File: src/rtl/uart_rx_mm.sv
// uart_rx_mm: 8N1 serial receiver with a receive FIFO behind a small
// register port. Host reads data, status and fill level, and clears
// the sticky error flags.
//
// state   | meaning
// --------+----------------------------------------------------------
// S_IDLE  | line idle, waiting for rx_s low
// S_START | timing to mid start bit, rejects glitches
// S_DATA  | sampling 8 data bits, LSB first, one per bit period
// S_STOP  | sampling the stop bit, push byte or flag framing error
// S_BRK   | line held low after a framing error, wait for idle high
`timescale 1ns/1ps
module uart_rx_mm #(
  parameter int CLKS_PER_BIT = 10,
  parameter int FIFO_DEPTH   = 4
) (
  input  logic       clk_i,
  input  logic       rst_ni,
  input  logic       rx_i,
  input  logic [1:0] addr_i,
  input  logic       rd_en_i,
  input  logic       wr_en_i,
  input  logic [7:0] wr_data_i,
  output logic [7:0] rd_data_o,
  output logic       rd_valid_o,
  output logic       irq_o
);

  localparam int AW = $clog2(FIFO_DEPTH);
  localparam int CW = AW + 1;
  localparam int TW = $clog2(CLKS_PER_BIT);

  localparam logic [TW-1:0] HALF_LOAD = TW'(CLKS_PER_BIT / 2 - 1);
  localparam logic [TW-1:0] BIT_LOAD  = TW'(CLKS_PER_BIT - 1);
  localparam logic [CW-1:0] FULL_CNT  = CW'(FIFO_DEPTH);

  localparam logic [2:0] S_IDLE  = 3'd0;
  localparam logic [2:0] S_START = 3'd1;
  localparam logic [2:0] S_DATA  = 3'd2;
  localparam logic [2:0] S_STOP  = 3'd3;
  localparam logic [2:0] S_BRK   = 3'd4;

  logic          rx_meta_q, rx_s_q;
  logic [2:0]    state_q, state_d;
  logic [TW-1:0] timer_q, timer_d;
  logic [2:0]    bitcnt_q, bitcnt_d;
  logic [7:0]    shift_q, shift_d;
  logic          push, ferr_set;

  logic [7:0]    mem_q [FIFO_DEPTH];
  logic [AW-1:0] wr_ptr_q, wr_ptr_d, rd_ptr_q, rd_ptr_d;
  logic [CW-1:0] count_q, count_d;
  logic          full, not_empty, pop, push_ok, ovr_set, sts_wr;
  logic          ferr_q, ferr_d, ovr_q, ovr_d;
  logic [7:0]    rd_data_q, rd_data_d;
  logic          rd_valid_q;
  logic [7:0]    count_ext;
  logic          unused_wr_bits;

  assign unused_wr_bits = ^{wr_data_i[7:4], wr_data_i[1:0]};

  // two-flop synchroniser, idle-high reset so no false start edge
  always_ff @(posedge clk_i or negedge rst_ni) begin
    if (!rst_ni) begin
      rx_meta_q <= 1'b1;
      rx_s_q    <= 1'b1;
    end else begin
      rx_meta_q <= rx_i;
      rx_s_q    <= rx_meta_q;
    end
  end

  // receive FSM: down-counting bit timer, sample when it reaches zero
  always_comb begin
    state_d  = state_q;
    timer_d  = timer_q;
    bitcnt_d = bitcnt_q;
    shift_d  = shift_q;
    push     = 1'b0;
    ferr_set = 1'b0;
    case (state_q)
      S_IDLE: begin
        if (!rx_s_q) begin
          bitcnt_d = '0;
          timer_d  = HALF_LOAD;
          state_d  = S_START;
        end
      end
      S_START: begin
        if (timer_q == '0) begin
          if (!rx_s_q) begin
            timer_d = BIT_LOAD;
            state_d = S_DATA;
          end else begin
            state_d = S_IDLE;
          end
        end else begin
          timer_d = timer_q - 1'b1;
        end
      end
      S_DATA: begin
        if (timer_q == '0) begin
          shift_d = {rx_s_q, shift_q[7:1]};
          timer_d = BIT_LOAD;
          if (bitcnt_q == 3'd7) begin
            state_d = S_STOP;
          end else begin
            bitcnt_d = bitcnt_q + 3'd1;
          end
        end else begin
          timer_d = timer_q - 1'b1;
        end
      end
      S_STOP: begin
        if (timer_q == '0) begin
          if (rx_s_q) begin
            push    = 1'b1;
            state_d = S_IDLE;
          end else begin
            ferr_set = 1'b1;
            state_d  = S_BRK;
          end
        end else begin
          timer_d = timer_q - 1'b1;
        end
      end
      S_BRK: begin
        if (rx_s_q) begin
          state_d = S_IDLE;
        end
      end
      default: state_d = S_IDLE;
    endcase
  end

  // receive FSM registers
  always_ff @(posedge clk_i or negedge rst_ni) begin
    if (!rst_ni) begin
      state_q  <= S_IDLE;
      timer_q  <= '0;
      bitcnt_q <= '0;
      shift_q  <= '0;
    end else begin
      state_q  <= state_d;
      timer_q  <= timer_d;
      bitcnt_q <= bitcnt_d;
      shift_q  <= shift_d;
    end
  end

  assign full      = (count_q == FULL_CNT);
  assign not_empty = (count_q != '0);
  assign pop       = rd_en_i && (addr_i == 2'd0) && not_empty;
  // a pop in the same cycle frees a slot, so a full FIFO still accepts
  assign push_ok   = push && (!full || pop);
  assign ovr_set   = push && full && !pop;
  assign sts_wr    = wr_en_i && (addr_i == 2'd1);

  // FIFO pointer/occupancy and sticky flag next state (set beats clear)
  always_comb begin
    wr_ptr_d = wr_ptr_q;
    rd_ptr_d = rd_ptr_q;
    count_d  = count_q;
    if (push_ok) wr_ptr_d = wr_ptr_q + 1'b1;
    if (pop)     rd_ptr_d = rd_ptr_q + 1'b1;
    if (push_ok && !pop)      count_d = count_q + 1'b1;
    else if (!push_ok && pop) count_d = count_q - 1'b1;
    ferr_d = ferr_set | (ferr_q & ~(sts_wr & wr_data_i[3]));
    ovr_d  = ovr_set  | (ovr_q  & ~(sts_wr & wr_data_i[2]));
  end

  // FIFO storage, no reset needed since occupancy guards every read
  always_ff @(posedge clk_i) begin
    if (push_ok) mem_q[wr_ptr_q] <= shift_q;
  end

  // FIFO control and flag registers
  always_ff @(posedge clk_i or negedge rst_ni) begin
    if (!rst_ni) begin
      wr_ptr_q <= '0;
      rd_ptr_q <= '0;
      count_q  <= '0;
      ferr_q   <= 1'b0;
      ovr_q    <= 1'b0;
    end else begin
      wr_ptr_q <= wr_ptr_d;
      rd_ptr_q <= rd_ptr_d;
      count_q  <= count_d;
      ferr_q   <= ferr_d;
      ovr_q    <= ovr_d;
    end
  end

  // zero-extend occupancy for the COUNT register
  always_comb begin
    count_ext          = '0;
    count_ext[CW-1:0]  = count_q;
  end

  // read mux; rd_data holds its last value between reads
  always_comb begin
    rd_data_d = rd_data_q;
    if (rd_en_i) begin
      case (addr_i)
        2'd0:    rd_data_d = not_empty ? mem_q[rd_ptr_q] : 8'h00;
        2'd1:    rd_data_d = {4'b0000, ferr_q, ovr_q, full, not_empty};
        2'd2:    rd_data_d = count_ext;
        default: rd_data_d = 8'h00;
      endcase
    end
  end

  // registered read port
  always_ff @(posedge clk_i or negedge rst_ni) begin
    if (!rst_ni) begin
      rd_data_q  <= 8'h00;
      rd_valid_q <= 1'b0;
    end else begin
      rd_data_q  <= rd_data_d;
      rd_valid_q <= rd_en_i;
    end
  end

  assign rd_data_o  = rd_data_q;
  assign rd_valid_o = rd_valid_q;
  assign irq_o      = not_empty;

endmodule
File: config.mk
export PLATFORM = sky130hd
export DESIGN_NAME = uart_rx_mm
export DESIGN_NICKNAME = d
export VERILOG_FILES = /design/src/rtl/uart_rx_mm.sv
export SDC_FILE = /design/constraint.sdc
export NUM_CORES = 1
export LEC_CHECK = 0
export ABC_AREA = 1
export CAP_MARGIN = 10
export CORE_AREA = 2 2 82 84
export CTS_CLUSTER_SIZE = 24
export DETAILED_ROUTE_END_ITERATION = 12
export DIE_AREA = 0 0 84 86
export PLACE_DENSITY_LB_ADDON = 0.05
export SYNTH_ARGS = -nofsm -noshare
export SYNTH_HDL_FRONTEND = slang
export SYNTH_SLANG_ARGS = --single-unit
File: constraint.sdc
create_clock -name clk_i -period 2.3 [get_ports clk_i]
set_input_delay 0.46 -clock clk_i [delete_from_list [all_inputs] [get_ports clk_i]]
set_output_delay 0.46 -clock clk_i [all_outputs]
set_load 0.03 [all_outputs]
==> results of run 1 <==
[Yosys cell counts, types with 3 or more instances]
master                     count
sky130_fd_sc_hd__nand2_1     110
sky130_fd_sc_hd__dfrtp_1      36
sky130_fd_sc_hd__edfxtp_1     32
sky130_fd_sc_hd__nand3_1      29
sky130_fd_sc_hd__inv_1        25
sky130_fd_sc_hd__o21ai_0      19
sky130_fd_sc_hd__nor2_1       17
sky130_fd_sc_hd__ha_1          9
sky130_fd_sc_hd__a21oi_1       7
sky130_fd_sc_hd__inv_2         6
sky130_fd_sc_hd__nand2_2       5
sky130_fd_sc_hd__buf_4         4
sky130_fd_sc_hd__xor2_1        4
sky130_fd_sc_hd__nor2_4        3
sky130_fd_sc_hd__o21ai_1       3
[sequential cells by signal, indices dropped and copies added, names as in the netlist]
signal	flops
rd_ptr_q	2
mem_q	32
timer_q	4
bitcnt_q	3
rd_valid_o	1
wr_ptr_q	2
count_q	3
rx_s_q	1
ferr_q	1
shift_q	8
rx_meta_q	1
ovr_q	1
rd_data_o	8
state_q	3
[metal layers]
layer | track usage [%] | vias to the layer above
met3 | 4.43 | 7
li1 | - | 1167
met2 | 32.4 | 45
met1 | 23.0 | 1063
met4 | 5.72 | 0
met5 | 0 | -
[how the worst min path moves through the flow]
stage                   to  startpoint
3_3_place_gp        rx_s_q   rx_meta_q
5_1_grt        rd_ptr_q[0]      rst_ni
3_5_place_dp        rx_s_q   rx_meta_q
4_1_cts        rd_ptr_q[0]      rst_ni
2_1_floorplan  bitcnt_q[0]      rst_ni
6_report       rd_ptr_q[0]      rst_ni
[cell type report]
class	count	area, sq um
fillers	550	2490
flip-flops and latches	70	1910
multi-input cells	222	1130
repair buffers	40	340
inverters	34	133
clock buffers	9	124
well taps	77	96.3
clock inverters	7	50.0
[what timing repair did]
action / CTS / global route
hold buffers: 0 / 0
resized for setup: 0 / 2
endpoints found under the hold margin: 0 / 0
endpoints found under the setup margin: 0 / 1
[power by group]
group          switching [W]  internal (W)
sequential          0.000200       0.00154
clock               0.000477      0.000392
combinational       0.000872      0.000521
total                0.00155       0.00245
[stage by stage]
| stage | setup TNS [ps] | hold slack (ps) | cell area (sq um) | worst slack, ps |
|---|---|---|---|---|
| finish | 0 | 29.0 | 3780 | 78.3 |
| global route | 0 | 54.2 | 3780 | 2.86 |
| CTS | 0 | 34.8 | 3780 | 52.7 |
| detailed placement | -204 | 350 | 3600 | -204 |
| global placement | -153 | 350 | 3600 | -153 |
| floorplan | 0 | 164 | 3210 | 28.3 |
[worst max-delay path, delay by kind of cell (launching register included)]
family | cells | cell delay [ps]
flops | 1 | 450
simple gates | 1 | 110
buf+inv | 3 | 870
[cell families (layout without fill, tap and decap cells)]
family,Yosys count,after routing,share of synthesized area [%]
compound gates,33,33,5.53
xor+xnor,6,6,1.63
fa+ha+maj,10,10,4.13
buf+inv,40,90,5.57
flops,70,70,59.6
simple gates,173,173,23.6
==> results, run 1 <==
- The run finished with clean final reports.
- The count of H-tree levels built during CTS is 3.
- The top-level port count is 25.
- The post-synthesis area per instance is 9.68 sq um.
- The number of cells in the design after placement is 443.
- The site row count is 29.
- The routed wire length per instance is approximately 13 um.
- The synthesized netlist cell count is 332.
- The largest single stage delay on the critical path is between 600 and 700 ps.
- The repair_antennas step left the layout with diodes totalling 0.
- The number of global-route vias before repair is around 2300.
- The top cell type by total area after synthesis is sky130_fd_sc_hd__edfxtp_1.
- The HPWL after detailed placement is 4.18 mm.
- The CTS buffer count is 9.
- In this run the worst setup path begins at count_q[0].
- The synthesized cell area is roughly 3200 sq um.
- The region available for standard cell placement spans 6280 sq um.
- The routed via count divided by cell count is 4.97.
- The share of flip-flops with an asynchronous set or reset after synthesis is 54.3%.
- The number of cells on the worst reg-to-reg path is 12.
- The data arrival time of the critical path is 1760 ps.
- The commonest register cell after synthesis is sky130_fd_sc_hd__dfrtp_1.
- The CTS tree is done.
- Buffers placed on the I/O ports in this run total 18.
- Summed over all layers, the global routing overflow is 0.
- The routability congestion estimate from global placement is 0.814.
- The final critical path time including I/O delays and setup is 2220 ps.
- In the post-synthesis netlist, the biggest area contributors are sky130_fd_sc_hd__edfxtp_1 (30%), sky130_fd_sc_hd__dfrtp_1 (28%), sky130_fd_sc_hd__nand2_1 (13%).
- Across every metal layer, demand over resource in global routing totals between 10% and 20%.
- The net count of the finished layout is around 400.
- Setup slack on the worst reg-to-reg path comes out at 170 ps.
- The routed wire length is just under 6 mm.
- The first-iteration detailed-routing DRC count is just over 100.
- The post-CTS clock slew at the launch and capture registers of the worst setup and hold paths is 80 ps.
- The number of DRC violations after detailed routing is 0.
- Data on the critical path is required at its endpoint by approximately 1800 ps.
- Entering global routing, the biggest net connects 19 pins.
- The analysis attributes to cell leakage a power of 1.73 nW.
- The total number of vias is about 2300.
- The number of iterations in the first detailed-routing pass is 4.
- Cells with a size suffix above 1 make up 17.0% of the layout.
- The share of the core filled with cells in the final layout is 60.3%.
- The maximum vdd drop is about 0.66 mV.
- The synthesized design contains 32 enable-type register cells.
- The clock drives 70 sinks.
- Wire segments on met3 add up to 282 um in the final route.
- The max-slew violation total from the final report is 0.
- Leaving out fill and tap cells, the most frequent cells in the layout are sky130_fd_sc_hd__nand2_1 (110), sky130_fd_sc_hd__dfrtp_1 (36), sky130_fd_sc_hd__edfxtp_1 (32).
- The clock arrives with 6.67 ps of skew.
- The maximum clock path buffer count is 2.
- The full die area is 7220 sq um.
- Yosys mapped the design onto 31 distinct sky130hd cell types.
- The classification of the worst setup path is flip-flop to primary output.
- The worst min-delay path class is input pin to asynchronous set/reset pin.
- The buffers inserted during post-CTS setup optimization is 0.
- The vertical die dimension is roughly 86 um.
- The library cell used most frequently in the layout, excluding fill and tap cells, is sky130_fd_sc_hd__nand2_1.
- The wire length of the first global-routing pass is 10.4 mm.
- Along the worst path, the maximum fanout reaches 4.
- Summing the sequential cell areas from Yosys gives 59.6% of the chip area.
- The clock reaches the later pin of the worst-skew pair after ~350 ps.
- The max-slew headroom at the worst pin is 72.8%.
- The type of destination of the critical path is a primary output.
- The area growth from synthesis to final layout is 17.7%.
- In this run the power density over the cells is between 1000 and 1500 nW/um^2.
- Routed signal wires occupy layers up through met4.
- The synthesis-stage register bit count is 70.
- The detailed-route wire length on metal 1 is between 2 and 3 mm.
- The effective utilization at floorplan is 51.2%.
- The net count after synthesis is 357.
- The critical path endpoint is irq_o.
- The initial antenna violation count is 0.
- The library cell used as clock root buffer is sky130_fd_sc_hd__clkbuf_8.
- The peak clock frequency supported by timing is 0.450 GHz.
- The share of the synthesized area in the top cell type is 29.9%.
- The number of endpoints failing setup at the final stage is 0.
- The endpoint identified for the worst register-to-register timing path is count_q[2].
- The slew at the pin closest to its max-slew limit is 407 ps.
- The critical path goes through inv_1 -> nand3_1 -> buf_4 -> clkdlybuf4s50_1.
- Setup repair after global routing left no endpoint under its margin.
- Wire segments on met2 add up to 2.87 mm in the final route.
- The final critical path takes up 96.6% of the cycle.
- The remaining antenna violation count is 0.
- The number of standard cells in the final layout excluding fillers is between 400 and 500.
- The reg-to-reg critical path startpoint is timer_q[1].
- The count of yosys warnings during synthesis is 0.
- The total chip power is between 0.004 and 0.005 W.
- The die extent in x is 84 um.
- The tool flagged a number of max-cap violations equal to 0.
- The worst setup path is launched from a flip-flop.
- The critical path's slowest cell is sky130_fd_sc_hd__clkdlybuf4s50_1.
- The number of endpoints with negative hold slack in the final report is 0.
No activity file was read; power rests on OpenSTA's default activity.
==> inputs of run 2 (changes only) <==
--- a/config.mk
+++ b/config.mk
@@ -7,10 +7,12 @@
 export LEC_CHECK = 0
 export ABC_AREA = 1
 export CAP_MARGIN = 10
-export CORE_AREA = 2 2 82 84
+export CORE_AREA = 2 2 81 83
 export CTS_CLUSTER_SIZE = 24
 export DETAILED_ROUTE_END_ITERATION = 12
-export DIE_AREA = 0 0 84 86
+export DIE_AREA = 0 0 83 85
+export DONT_BUFFER_PORTS = 1
+export GPL_TIMING_DRIVEN = 0
 export PLACE_DENSITY_LB_ADDON = 0.05
 export SYNTH_ARGS = -nofsm -noshare
 export SYNTH_HDL_FRONTEND = slang
==> constraint.sdc (replaced) <==
create_clock -name clk_i -period 2.8 [get_ports clk_i]
set_input_delay 0.56 -clock clk_i [delete_from_list [all_inputs] [get_ports clk_i]]
set_output_delay 0.56 -clock clk_i [all_outputs]
set_load 0.03 [all_outputs]
==> run 2 against run 1 <==
Effect of this change:
- count of clock-buffer cells in the layout increased by 1
- utilization decreased by 2.7 points
- register-to-register slack improved by 150 ps
- sequential power decreased by 16%
- global-route usage decreased by 0.85 points
- final cell count decreased by 7.2%
- first-iteration DRC count decreased by 25%
- critical path depth increased by 6
- power decreased by 14%
- hold slack improved by 18 ps
- flip-flop and latch count unchanged
- critical endpoint is now count_q[2]
- largest power group unchanged
==> results, run 2 (same netlist as run 1, synthesis figures left out) <==
- The run finished with clean final reports.
- The wire length of the first global-routing pass is 9.59 mm (-7.8%).
- The post-CTS clock slew at the launch and capture registers of the worst setup and hold paths is 70 ps (about the same).
- The number of global-route vias before repair is 1985 (-12%).
- Counting flops per register, the top entry is mem_q.
- The most frequent standard cell in the layout excluding fill and tap cells is sky130_fd_sc_hd__nand2_1.
- The part of the power in the clock network is 28.0% (+6.3 points).
- The slew at the pin closest to its max-slew limit was 834 ps (+427 ps).
- The effective utilization at floorplan came to 51.8% (+0.60 points).
- The maximum vdd drop is 0.523 mV (-21%).
- The fraction of power consumed by sequential logic is 42.5% (-1.0 points).
- CTS placed an instance of sky130_fd_sc_hd__clkbuf_8 at the clock tree root.
- The pre-CTS worst setup slack was 315 ps (+519 ps).
- The post-route setup TNS is 0 ps (unchanged).
- The routed via count divided by cell count is 5.07 (+1.9%).
- The maximum clock path buffer count came to 2 (unchanged).
- The setup clock skew after layout is 9.95 ps (+3.28 ps).
- The critical path in this run is classified as flip-flop to flip-flop.
- The number of cells in the design after placement was 409 (-7.7%).
- The final critical-path setup slack is 316 ps (+237 ps).
- The power spent charging and discharging nets was 0.00124 W (-20%).
- The site row count was 29 (unchanged).
- The routability congestion estimate from global placement is 0.772 (-5.1%).
- Subtracting the final worst setup slack from the clock period gives 2480 ps.
- The count of clock tree sinks is 70 (unchanged).
- The routed length on met2 is 2.76 mm (-3.8%).
- The type of destination of the critical path is a flip-flop.
- The met3 wire length came to 184 um (-35%).
- The aggregate global routing overflow is 0 (unchanged).
- The data arrival time of the critical path is 2700 ps (+940 ps).
- The count of H-tree levels built during CTS was 3 (unchanged).
- The peak clock frequency supported by timing is a little over 0.4 GHz.
- The net count of the finished layout came to 369 (-8.2%).
- The pin count of the biggest net entering global routing is 37 (+18).
- The number of max-cap violations was 0 (unchanged).
- The portion of the clock cycle consumed by the worst path in the final layout is 88.7%.
- The number of filler cells placed in the layout is 524 (-4.7%).
- The top-level port count is 25 (unchanged).
- The remaining antenna violation count is 0 (unchanged).
- The CTS tree is done.
- The buffers inserted during post-CTS setup optimization was 0 (unchanged).
- In the layout the commonest cells are sky130_fd_sc_hd__nand2_1 (110), sky130_fd_sc_hd__dfrtp_1 (36), sky130_fd_sc_hd__edfxtp_1 (32).
- The routed wire length is 5.86 mm (-0.64%).
- The combinational fraction of design power is 29.5% (-5.3 points).
- The detailed-route wire length on metal 1 came to 2.81 mm (+4.7%).
- Setup repair after global routing left no endpoint under its margin.
- In this run the worst hold path is classified as input pin to asynchronous set/reset pin.
- The number of iterations in the first detailed-routing pass is 4 (unchanged).
- The core outline area is 6200 sq um (-1.2%).
- The die extent in x is 83 um (-1.2%).
- The critical-path maximum fanout came to 6 (+2).
- The area growth from synthesis to layout is 11.1%.
- The insertion delay of the later-clocked pin in the worst-skew pair is 350 ps (about the same).
- The flip-flop count of the largest register, all copies and words added is 32 (unchanged).
- The internal power is 0.00221 W (-9.7%).
- The reported leakage power came to 1.63 nW (-5.8%).
- The max-slew headroom at the worst pin is 44.2% (-29 points).
- The total number of vias was 2158 (-5.4%).
- The design area came to 3570 sq um (-5.7%).
- The placed standard-cell area is 3310 sq um (-8.2%).
- The switching share of total power is 36.0% (-2.8 points).
- The type of element launching the critical path is a flip-flop.
- The power per unit of standard cell area is 969 nW/um^2 (-8.4%).
- The total of buffers placed on input and output ports is 0 (-18).
- The routed wire length per instance was 13.7 um (+7.1%).
- The all-layer global routing usage was 17.7% (-0.85 points).
- The max-slew violation total from the final report is 0 (unchanged).
- The area taken by flip-flops and latches is 1910 sq um (unchanged).
- The proportion of layout cells with a drive suffix above 1 is 13.2% (-3.8 points).
- The vertical die dimension came to 85 um (-1.2%).
- The number of endpoints failing setup at the final stage is 0 (unchanged).
- The number of antenna cells inserted is 0 (unchanged).
- The area used by multi-input combinational logic is 1120 sq um (-0.44%).
- The CTS buffer count was 9 (unchanged).
- The full die area is 7060 sq um (-2.3%).
- Signal routing reaches up to met4.
- The post-detailed-placement half-perimeter wirelength is 3.96 mm (-5.4%).
- The initial antenna violation count was 0 (unchanged).
- The number of endpoints with negative hold slack in the final report is 0 (unchanged).
- The data required time at the worst endpoint is 3020 ps (+1180 ps).
- The first-iteration detailed-routing DRC count was 76 (-25%).
- The number of DRC violations after detailed routing is 0 (unchanged).
- The number of standard cells in the final layout excluding fillers was 426 (-7.2%).
[run 2: changes by cell type in the layout (fill, tap and decap cells not counted), sizes merged]
cell / previous run / this run
buf: 23 / 7
bufinv: 0 / 3
clkbuf: 9 / 10
clkdlybuf4s50: 17 / 0
clkinv: 6 / 5
clkinvlp: 3 / 1
inv: 32 / 31
[run 2: what timing repair did]
item,4_1_cts,5_1_grt
endpoints found under the hold margin,36,0
gates resized for setup,0,0
endpoints found under the setup margin,0,0
hold buffers,1,0
[run 2: routing by layer]
metal / track usage (%) / vias up
met3: 3.70 / 10
met5: 0 / -
li1: - / 1104
met2: 28.4 / 36
met1: 23.1 / 1008
met4: 8.49 / 0
[run 2: area by class of cell]
class,count,area share [%]
tap,77,2.70
inverter,34,3.72
buffer,6,1.30
clock buffer,10,3.58
clock inverter,6,3.12
sequential,70,53.6
timing repair buffer,1,0.561
multi-input combinational,222,31.4
[run 2: power by group through the flow]
stage,logic (W),clock network (W),registers (W)
4_1_cts,0.00103,0.000983,0.00147
5_1_grt,0.00117,0.00103,0.00150
3_3_place_gp,0.000998,0,0.00149
3_5_place_dp,0.00101,0,0.00149
6_report,0.00102,0.000968,0.00147
2_1_floorplan,0.000816,0,0.00145
[run 2: final timing paths]
path | startpoint | endpoint | slack (ps) | cells past startpoint
worst max-delay path | count_q[1] | count_q[2] | 320 | 10
worst min-delay path | rst_ni | rd_ptr_q[1] | 50 | 1
worst max register to register | count_q[1] | count_q[2] | 320 | 10
worst min register to register | rx_meta_q | rx_s_q | 360 | 0
max in group asynchronous | rst_ni | state_q[0] | 2550 | 1
min in group clk_i | rx_i | rx_meta_q | 210 | 0
[run 2: critical path, stage by stage (launching register included)]
cell and delay, ps:
sky130_fd_sc_hd__dfrtp_1 400, sky130_fd_sc_hd__inv_1 120, sky130_fd_sc_hd__nand3_1 360, sky130_fd_sc_hd__and2_2 360
sky130_fd_sc_hd__nand2_2 130, sky130_fd_sc_hd__ha_1 160, sky130_fd_sc_hd__inv_1 60, sky130_fd_sc_hd__fa_1 370
sky130_fd_sc_hd__a21oi_1 140, sky130_fd_sc_hd__o21ai_0 110, sky130_fd_sc_hd__xor2_1 150
[run 2: per-stage QoR]
stage | power, W | util (%) | hold slack (ps)
2_1_floorplan | 0.00227 | - | 264
5_1_grt | 0.00370 | 57.5 | 45.8
6_report | 0.00346 | 57.5 | 47.1
4_1_cts | 0.00348 | 57.5 | 50.5
3_3_place_gp | 0.00249 | 53.4 | 265
3_5_place_dp | 0.00250 | 53.4 | 266
==> RTL edit 1: new RTL, config.mk and constraints of run 1 <==
Change the parameter `FIFO_DEPTH` from 4 to 2.
--- a/src/rtl/uart_rx_mm.sv
+++ b/src/rtl/uart_rx_mm.sv
@@ -12,7 +12,7 @@
 `timescale 1ns/1ps
 module uart_rx_mm #(
   parameter int CLKS_PER_BIT = 10,
-  parameter int FIFO_DEPTH   = 4
+  parameter int FIFO_DEPTH   = 2
 ) (
   input  logic       clk_i,
   input  logic       rst_ni,
Function: same outputs for any inputs over 10 cycles, from zero or initial values and one cycle with rst_ni low; that may be too few to reach the edited logic, so the function may still have changed.
==> RTL edit 1 against run 1 <==
- synthesized cell count shrank 24%
- critical endpoint unchanged
- sequential cell count shrank 19
- largest power group unchanged
- combinational power shrank 27%
- via count shrank 29%
- largest cell class unchanged
- synthesized area shrank 28%
- wire length shrank 29%
- worst setup slack gained 0.18 ns
- power shrank 26%
- clock skew shrank 0.0023 ns
- design area shrank 28%
==> RTL edit 1: results (changes against run 1) <==
- Outcome: completed
- Postcts setup bufs: 0 (unchanged)
- Initial drt markers: 62 (-39%)
- First-pass DRT Iterations: 4 (unchanged)
- Placer Congestion: 0.765 (-6.0%)
- Post-CTS Resized: 0 (unchanged)
- WL/cell: 11.6 µm (-9.7%)
- Top post-synthesis cells by area: dfrtp_1 (36%), edfxtp_1 (21%), nand2_1 (13%)
- FFs w/ async S/R, synth: 68.6% (+14 points)
- Clk slew on worst S/H paths: 0.10 ns (+0.02 ns)
- Vias per cell: 4.52 (-9.2%)
- Top-count cell post-synth: nand2_1
- Ys flop type: dfrtp_1
- Synth top area share: 35.7% (+5.8 points)
- TritonCTS Buffers: 5 (-4)
- Synth top cells by count: nand2_1 (79), dfrtp_1 (33), inv_1 (32)
- Crit path arrival time: 1.58 ns (-0.18 ns)
- Peak VDD IR: 441 µV (-33%)
- First-pass GRT wire length: 7340 µm (-29%)
- Max reg flops: 16 (-50%)
- Yosys warns: 0 (unchanged)
- Worst Hold Class: primary input to asynchronous set/reset pin
- Seq/Total Area, Yosys: 58.7% (-0.82 points)
- Share of cells above drive strength 1: 10.6% (-6.4 points)
- Synthesized net count: 272 (-24%)
- Slew @ Worst Pin: 0.807 ns (+0.400 ns)
- CP Max Fanout: 4 (unchanged)
- GRT Util Overall: 12.8% (-5.8 points)
- Largest net degree at the start of global routing: 36 (+17)
- Final #Nets: 302 (-25%)
- H-tree levels: 2 (-1)
- Power Internal: 1.84 mW (-25%)
- Root Driver: clkbuf_8
- Leak Pwr: 1.33 nW (-23%)
- Number of global-route vias before repair: 1592 (-29%)
- Clk_lat worst skew: 0.30 ns (-0.05 ns)
- Synth unique cells: 26 (-16%)
- Largest Register: mem_q
- DP Wirelength: 2970 µm (-29%)
- Clk_skew: 0.00435 ns (-0.00232 ns)
- Number of synthesized flops with an enable pin: 16 (-50%)
==> RTL edit 1: kinds of logic (layout without fill, tap and decap cells) <==
| group | count (synthesis) | in the layout | synth area share, % |
|---|---|---|---|
| compound gates | 30 | 30 | 6.92 |
| xor+xnor | 4 | 4 | 1.51 |
| fa+ha+maj | 5 | 5 | 2.70 |
| buf+inv | 35 | 66 | 6.06 |
| flops | 51 | 51 | 58.7 |
| mux | 4 | 4 | 1.73 |
| simple gates | 123 | 123 | 22.3 |
==> RTL edit 1: final cells by class <==
class                   count  area (µm²)
fillers                   619        3540
flip-flops and latches     51        1360
repair buffers             25         228
clock inverters             3        47.5
multi-input cells         166         815
clock buffers               5        68.8
inverters                  33         124
well taps                  77        96.3
==> RTL edit 1: worst paths after layout <==
kind	from	to	slack, ns	depth (start not counted)
max	count_q[0]	irq_o	0.26	3
min	rst_ni	count_q[1]	0.24	1
max reg2reg	timer_q[0]	count_q[1]	0.30	12
min reg2reg	rx_meta_q	rx_s_q	0.36	0
max in group asynchronous	rst_ni	state_q[1]	1.56	1
min in group clk_i	rx_meta_q	rx_s_q	0.36	0
==> RTL edit 1: layer usage <==
metal	vias up	routed length [µm]	global-route usage, %
li1	867	-	-
met1	730	2000	15.3
met2	23	2000	22.4
met3	6	124	3.66
met4	0	41	3.96
met5	-	0	0
==> RTL edit 1: power groups by stage <==
stage,clock network (mW),logic [mW],registers (mW)
global route,0.718,1.18,1.30
global placement,0,1.03,1.30
finish,0.644,1.02,1.27
detailed placement,0,1.03,1.30
CTS,0.676,1.04,1.28
floorplan,0,0.733,1.29
==> RTL edit 1: stage by stage <==
stage / cell area (µm²) / setup slack (ns) / utilization [%] / std cells / hold slack, ns
after global routing: 2740 / 0.0711 / 43.6 / 360 / 0.301
final: 2740 / 0.260 / 43.6 / 360 / 0.236
after detailed placement: 2620 / 0.0712 / 41.8 / 352 / 0.350
after global placement: 2620 / 0.0693 / 41.8 / 352 / 0.345
after CTS: 2740 / 0.238 / 43.6 / 360 / 0.268
after floorplan: 2310 / 0.489 / - / 252 / 0.164
==> RTL edit 1: worst max-delay path: stages (launching register included) <==
cell and delay [ns]:
dfrtp_1 0.44, nor2_1 0.17, inv_1 0.07, clkdlybuf4s50_1 0.59
==> RTL edit 2: new RTL, config.mk and constraints of run 1 <==
Made on the original files. Put a register stage on the output `irq_o`, without a reset. The value now appears one clock later. The other outputs are not delayed to match.
--- a/src/rtl/uart_rx_mm.sv
+++ b/src/rtl/uart_rx_mm.sv
@@ -223,6 +223,8 @@
 
   assign rd_data_o  = rd_data_q;
   assign rd_valid_o = rd_valid_q;
-  assign irq_o      = not_empty;
+  always_ff @(posedge clk_i) begin
+    irq_o <= not_empty;
+  end
 
 endmodule
Function: same outputs for any inputs over 10 cycles, from zero or initial values and one cycle with rst_ni low; that may be too few to reach the edited logic, so the function may still have changed.
==> RTL edit 2 against run 1 <==
- design area increased by 0.83%
- critical path depth increased by 8
- count of clock-buffer cells in the layout increased by 1
- utilization increased by 0.50 points
- wire length increased by 4.0%
- register-to-register slack got worse by 0.03 ns
- worst hold slack improved by 0.0032 ns
- synthesized area increased by 0.62%
- sequential cell count increased by 1
- power increased by 3.3%
- non-clock buffer count unchanged
- die area unchanged
- worst setup slack improved by 0.064 ns
==> RTL edit 2: results (changes against run 1) <==
- Outcome: completed
- # fillers: 551 (+0.18%)
- Internal reg-to-reg setup slack: 0.14 ns (-0.03 ns)
- CP Max Fanout: 3 (-1)
- Synthesized net count: 358 (+0.28%)
- Wl on met1: 2900 µm (+8.1%)
- Share of cells above drive strength 1: 15.9% (-1.1 points)
- GR Util met2: 30.4% (-2.0 points)
- Pre-CTS WS: -0.201 ns (+0.00366 ns)
- First-pass GRT wire length: 10400 µm (-0.13%)
- Worst path max stage delay: 0.38 ns (-0.28 ns)
- Crit-path slowest cell: dfrtp_1
- Leak Pwr: 1.75 nW (+1.0%)
- Synth unique cells: 32 (+3.2%)
- Placer Congestion: 0.817 (+0.34%)
- Seq/Total Area, Yosys: 59.8% (+0.25 points)
- Worst hold slack: 0.0322 ns (+0.00319 ns)
- TritonCTS Buffers: 9 (unchanged)
- M3 GR Usage: 4.72% (+0.29 points)
- Number of global-route vias before repair: 2182 (-3.2%)
- Worst Hold Class: primary input to asynchronous set/reset pin
- R2R Path End: count_q[2]
- Synth Area in XOR/XNOR: 1.62% (-0.010 points)
- Crit path arrival time: 2.38 ns (+0.62 ns)
- Met1 Track Usage GR: 24.7% (+1.7 points)
- Peak VDD IR: 624 µV (-5.7%)
- Final #Nets: 403 (+0.25%)
- Initial drt markers: 137 (+36%)
- Synth Area in Compound Gates: 5.49% (-0.034 points)
- Clk_skew: 0.0124 ns (+0.00572 ns)
- FFs w/ async S/R, synth: 53.5% (-0.76 points)
- Top post-synthesis cells by area: edfxtp_1 (30%), dfrtp_1 (28%), nand2_1 (13%)
- Placed Area: 3620 µm² (+0.56%)
- Post-Layout Inst Area: 3810 µm² (+0.83%)
- Via count: 2283 (+0.044%)
- Slew @ Worst Pin: 0.427 ns (+0.0193 ns)
- Post-Route WL: 6130 µm (+4.0%)
- Delay-heaviest family, CP: adder cells
- GRT Util Overall: 18.9% (+0.37 points)
- Synth Area in Adders: 4.10% (-0.026 points)
- DP Wirelength: 4240 µm (+1.3%)
- Met3 WL: 227 µm (-20%)
[RTL edit 2: metrics by stage]
stage          power (mW)  TNS, ns  std cells
2_1_floorplan        2.79        0        333
3_3_place_gp         3.16   -0.140        444
3_5_place_dp         3.20   -0.211        444
4_1_cts              4.17        0        460
5_1_grt              4.46        0        460
6_report             4.13        0        460
[RTL edit 2: worst max-delay path by stage]
stage | start | cells past startpoint | slack [ns] | to
floorplan | timer_q[0] | 12 | 0.17 | count_q[2]
global placement | addr_i[0] | 12 | -0.14 | count_q[2]
detailed placement | addr_i[0] | 12 | -0.20 | count_q[2]
CTS | timer_q[1] | 12 | 0.15 | count_q[2]
global route | timer_q[1] | 12 | 0.02 | count_q[2]
finish | timer_q[1] | 12 | 0.14 | count_q[2]
[RTL edit 2: report_power, final]
part	switching [mW]	total (mW)	internal (mW)
sequential	0.198	1.76	1.56
combinational	0.881	1.40	0.522
clock	0.474	0.972	0.497
total	1.55	4.13	2.58
[RTL edit 2: area by class of cell]
cell class | instances | share of cell area [%]
sequential | 71 | 50.7
multi-input combinational | 222 | 29.4
timing repair buffer | 40 | 8.92
inverter | 34 | 3.48
clock buffer | 10 | 3.35
tap | 77 | 2.53
clock inverter | 6 | 1.64
[RTL edit 2: worst reg2reg max path, cell delays in order, from the launching register on]
cell and delay [ns]:
dfrtp_1 0.38, inv_1 0.10, ha_1 0.22, nand4_2 0.15, nor2_4 0.13, nand2_4 0.07, clkinv_4 0.04, ha_1 0.12
inv_1 0.05, fa_1 0.38, a21oi_1 0.14, o21ai_0 0.11, xor2_1 0.15
